<file path="src/rtl/segment_scan_driver_pkg.sv">
// Shared constants, buffer word type and the hex-to-7-segment table for the
// multiplexed display driver.
package segment_scan_driver_pkg;

    localparam int          DIGITS_DEF = 8;
    localparam logic [6:0]  SEG_BLANK  = 7'h7F;
    localparam logic [7:0]  AN_OFF     = 8'hFF;

    // One display frame: eight nibbles plus per-digit enable and decimal point.
    typedef struct packed {
        logic [31:0] data;
        logic [7:0]  mask;
        logic [7:0]  dp;
    } disp_word_t;

    // Active-low segments, bit order {g,f,e,d,c,b,a}.
    function automatic logic [6:0] hex7(input logic [3:0] nibble);
        case (nibble)
            4'h0: hex7 = 7'h40;
            4'h1: hex7 = 7'h79;
            4'h2: hex7 = 7'h24;
            4'h3: hex7 = 7'h30;
            4'h4: hex7 = 7'h19;
            4'h5: hex7 = 7'h12;
            4'h6: hex7 = 7'h02;
            4'h7: hex7 = 7'h78;
            4'h8: hex7 = 7'h00;
            4'h9: hex7 = 7'h10;
            4'hA: hex7 = 7'h08;
            4'hB: hex7 = 7'h03;
            4'hC: hex7 = 7'h46;
            4'hD: hex7 = 7'h21;
            4'hE: hex7 = 7'h06;
            default: hex7 = 7'h0E;
        endcase
    endfunction

endpackage

</file>
<file path="src/rtl/segment_scan_driver_hex_to_seg7.sv">
// Combinational nibble to active-low 7-segment pattern decoder.
module hex_to_seg7
    import segment_scan_driver_pkg::*;
(
    input  logic [3:0] nibble,
    output logic [6:0] seg
);

    assign seg = hex7(nibble);

endmodule

</file>
<file path="src/rtl/segment_scan_driver.sv">
// Multiplexed 8-digit 7-segment driver: double-buffered frame data taken over a
// valid/ack handshake, swapped at index wrap, with anti-ghosting blanking.
module segment_scan_driver
    import segment_scan_driver_pkg::*;
#(
    parameter int DIGITS       = DIGITS_DEF,
    parameter int BLANK_CYCLES = 16
) (
    input  logic        Origin_Clock,
    input  logic        reset,
    input  logic [2:0]  pulse,
    input  logic [31:0] data,
    input  logic [7:0]  data_mask,
    input  logic [7:0]  data_dp,
    input  logic        data_valid,
    output logic        data_ack,
    output logic [7:0]  an,
    output logic [6:0]  seg,
    output logic        dp,
    output logic        frame_start
);

    localparam int             CW         = $clog2(BLANK_CYCLES + 1);
    localparam logic [CW-1:0]  BLANK_LOAD = CW'(BLANK_CYCLES - 1);

    logic [2:0]     pulse_q;
    disp_word_t     pend_buf;
    disp_word_t     disp_buf;
    logic           pend_full;
    logic [CW-1:0]  blank_cnt;

    logic           change;
    logic           boundary;
    logic           drain;
    logic           accept;
    logic           show;
    logic [3:0]     nibble;
    logic [6:0]     seg_digit;

    assign change   = (pulse != pulse_q);
    assign boundary = change && (pulse == 3'd0);
    assign drain    = boundary && pend_full;
    // A draining pending slot can take a new word at the same edge.
    assign accept   = data_valid && (!pend_full || drain);

    assign nibble = disp_buf.data[{pulse_q, 2'b00} +: 4];
    assign show   = (int'(pulse_q) < DIGITS) && disp_buf.mask[pulse_q];

    hex_to_seg7 u_hex (
        .nibble (nibble),
        .seg    (seg_digit)
    );

    always_ff @(posedge Origin_Clock) begin
        if (!reset) begin
            pulse_q     <= 3'd0;
            pend_buf    <= '0;
            disp_buf    <= '0;
            pend_full   <= 1'b0;
            blank_cnt   <= BLANK_LOAD;
            data_ack    <= 1'b0;
            frame_start <= 1'b0;
            an          <= AN_OFF;
            seg         <= SEG_BLANK;
            dp          <= 1'b1;
        end else begin
            pulse_q     <= pulse;
            data_ack    <= accept;
            frame_start <= boundary;

            if (accept)
                pend_buf <= '{data: data, mask: data_mask, dp: data_dp};
            if (drain)
                disp_buf <= pend_buf;

            if (accept)
                pend_full <= 1'b1;
            else if (drain)
                pend_full <= 1'b0;

            if (change) begin
                blank_cnt <= BLANK_LOAD;
                an        <= AN_OFF;
                seg       <= SEG_BLANK;
                dp        <= 1'b1;
            end else if (blank_cnt != '0) begin
                blank_cnt <= blank_cnt - 1'b1;
                an        <= AN_OFF;
                seg       <= SEG_BLANK;
                dp        <= 1'b1;
            end else if (show) begin
                an        <= ~(8'd1 << pulse_q);
                seg       <= seg_digit;
                dp        <= ~disp_buf.dp[pulse_q];
            end else begin
                an        <= AN_OFF;
                seg       <= SEG_BLANK;
                dp        <= 1'b1;
            end
        end
    end

endmodule

</file>
<file path="config.mk">
export PLATFORM = sky130hd
export DESIGN_NAME = segment_scan_driver
export DESIGN_NICKNAME = d
export VERILOG_FILES = /design/src/rtl/segment_scan_driver_pkg.sv /design/src/rtl/segment_scan_driver_hex_to_seg7.sv /design/src/rtl/segment_scan_driver.sv
export SDC_FILE = /design/constraint.sdc
export NUM_CORES = 1
export LEC_CHECK = 0
export ABC_AREA = 1
export CAP_MARGIN = 15
export CORE_ASPECT_RATIO = 0.9
export CORE_MARGIN = 5
export CORE_UTILIZATION = 40
export CTS_CLUSTER_DIAMETER = 60
export DETAILED_ROUTE_END_ITERATION = 8
export SYNTH_ARGS = -nofsm -noshare
export SYNTH_HDL_FRONTEND = slang
export SYNTH_HIERARCHICAL = 1
export SYNTH_SLANG_ARGS = --single-unit
export TNS_END_PERCENT = 10
</file>
<file path="constraint.sdc">
create_clock -name Origin_Clock -period 2.6 [get_ports Origin_Clock]
set_clock_uncertainty 0.1 [all_clocks]
set_input_delay 0.39 -clock Origin_Clock [delete_from_list [all_inputs] [get_ports Origin_Clock]]
set_output_delay 0.39 -clock Origin_Clock [all_outputs]
set_load 0.02 [all_outputs]
</file>
==> impl_metrics.ini <==
[critical_path]
crit_type = flip-flop to flip-flop
cp.required_ps = 2790
start_kind = flip-flop
crit_arrival_ps = 2410
critPathCapture = seg[3]$_SDFF_PP1_
worstReg2RegStart = pulse_q[1]$_SDFF_PN0_
ff2ff_path_depth = 12
end_kind = flip-flop
ff2ff_setup_slack_ps = 390
r2r_end = seg[3]$_SDFF_PP1_
crit_start = pulse_q[1]$_SDFF_PN0_
critical_path.max_fanout = 6

[final_layout]
drive_gt1_frac = 0.0705
utilization = 0.527
areaGrowthSynthToFinish_pct = 27.8
final_area_sq_um = 6740
antennaDiodeCount = 0
fin_cells = 987
nets = 875

[global_routing]
grt_max_degree = 98
grt_pass1_wl_um = 21500
grt_overflow = 0
grt_antenna_before_repair = 0
grt_usage = 0.171
grt_pass1_vias = 4616

[timing]
drv_slew = 0
hold_slack_ps = 348
rsz0062_at_grt = no
finalHoldViolCount = 0
setup_tns_ps = 0
worst_pin_slew_ps = 553
finalSetupViolations = 0
period_share = 0.852
finalCriticalPeriod_ps = 2210
slew_headroom = 0.632
max_freq_mhz = 452
final.setup.worst_slack_ps = 386

[clocking]
hold_buffers = 0
clk_pin_slew_ps = 60
cts_tree = built
root_buffer = clkbuf_16
clockBufferDepth = 2
ctsHtreeMaxLevel = 4
clock_latency_ps = 420
cts_resized = 0
cts_sinks = 123
cts_setup_buffers = 0
cts_buffers = 17

[floorplanning]
die_h_um = 119
die_area_sq_um = 15600
core_sq_um = 12800
start_util = 0.412
fp.dieW_um = 131
ios = 72
row_count = 39

[routing]
dr.first_iter.drc_count = 206
wl_per_cell_um = 12.9
ant_nets = 0
drt_wl_total_um = 12800
vias_per_cell = 4.91
vias = 4846
dr.pass1.iters = 4
drcViolationCount = 0

[run]
drv_cap = 0

[place]
place.port_buffers = 71
dpl.hpwl_um = 8740
place_area_sq_um = 6150
dp_cells = 957
gp_congestion = 0.852
place_ws_ps = 379

[synth]
netlist_instances = 748
yosysMostFrequentCell = nand2_1
synth_common_cells = 219 x nand2_1, 123 x dfxtp_1, 97 x a21oi_1, 76 x inv_1, 70 x nand3_1
synthFlopType = dfxtp_1
netlist_top_cells_area = dfxtp_1 47%, nand2_1 16%, a21oi_1 9.2%
synth_edf_count = 0
yosysWarnings = 6
syn_area_sq_um = 5270
syn-num-nets = 811
async_reset_ff_frac = 0
synth_top_cell_area_share = 0.467
synth_seq_cells = 123
ys_seq_area_frac = 0.467
synth_cell_types = 31
syn_area_per_cell_sq_um = 7.05
synth_area_leader_cell = dfxtp_1

[power_and_ir_drop]
p_per_area_nw_per_um2 = 717
vdd_drop_max_mv = 0.492
p_leak_nw = 2.91
totalPowerFinal_mw = 4.83

[min_path]
hold_path_class = input port to flip-flop

[outcome]
status = complete, no violations
layout by cell type (no fill, tap or decap), types with 2 or more instances in the layout:
master,netlist,layout
a21oi_1,97,97
a22oi_1,8,8
a31oi_1,4,4
buf_12,0,3
buf_2,13,2
buf_4,3,20
bufinv_16,0,3
clkbuf_1,23,3
clkbuf_16,0,17
clkbuf_8,0,3
clkdlybuf4s50_1,0,69
clkinv_2,0,2
clkinvlp_4,0,2
dfxtp_1,123,123
ha_1,9,9
inv_1,76,76
inv_2,2,2
nand2_1,219,219
nand3_1,70,70
nand4_1,6,6
nor2_1,62,62
o21ai_0,5,5
o22ai_1,4,4
xnor2_1,2,2
kinds of logic after synthesis:
group,share of synthesized area
compound gates,0.126
xor+xnor,0.00332
fa+ha+maj,0.0214
buf+inv,0.102
flops,0.467
simple gates,0.280
worst min path at each step:
stage                                   start                         to  slack (ps)  cells past startpoint
floorplan            pend_buf[0]$_SDFFE_PN0P_   disp_buf[0]$_SDFFE_PN0P_         340                      2
global placement    pend_buf[39]$_SDFFE_PN0P_  disp_buf[39]$_SDFFE_PN0P_         350                      2
detailed placement  disp_buf[36]$_SDFFE_PN0P_  disp_buf[36]$_SDFFE_PN0P_         360                      2
CTS                                     reset  blank_cnt[4]$_SDFFE_PP0P_         330                      3
global route                            reset  blank_cnt[4]$_SDFFE_PP0P_         340                      3
finish                                  reset  blank_cnt[4]$_SDFFE_PP0P_         350                      3
power breakdown:
part,total (mW),internal (mW),switching [mW],leakage [nW]
logic,0.442,0.196,0.245,1.62
clock network,2.38,1.57,0.811,0.285
registers,2.01,1.96,0.0465,1.00
critical path: stages (launching register included):
cell and delay (ps):
dfxtp_1 400, nand2_1 150, inv_1 200, buf_4 180, a22oi_1 90, a31oi_1 210
inv_1 140, ha_1 330, nand2_1 60, nand3_1 80, nand2_1 50, inv_1 40
nand2_1 40
layout make-up:
class | count | area (sq um)
Tap cell | 164 | 205
Inverter | 79 | 297
Clock buffer | 23 | 478
Multi-Input combinational cell | 497 | 2270
Clock inverter | 7 | 115
Sequential cell | 123 | 2460
Fill cell | 1282 | 6050
Timing Repair Buffer | 94 | 911
registers in the layout (all words and copies together) (netlist names):
| signal | flops |
|---|---|
| blank_cnt | 5 |
| frame_start | 1 |
| disp_buf | 48 |
| pulse_q | 3 |
| dp | 1 |
| seg | 7 |
| data_ack | 1 |
| pend_buf | 48 |
| an | 8 |
| pend_full | 1 |
metal layers:
| layer | global-route usage | vias to the layer above | share of wire |
|---|---|---|---|
| li1 | - | 2498 | - |
| met2 | 0.274 | 109 | 0.48 |
| met3 | 0.0577 | 18 | 0.051 |
| met5 | 0 | - | 0 |
| met4 | 0.0611 | 0 | 0.017 |
| met1 | 0.214 | 2221 | 0.46 |
Power figures use the tool's default switching activity.
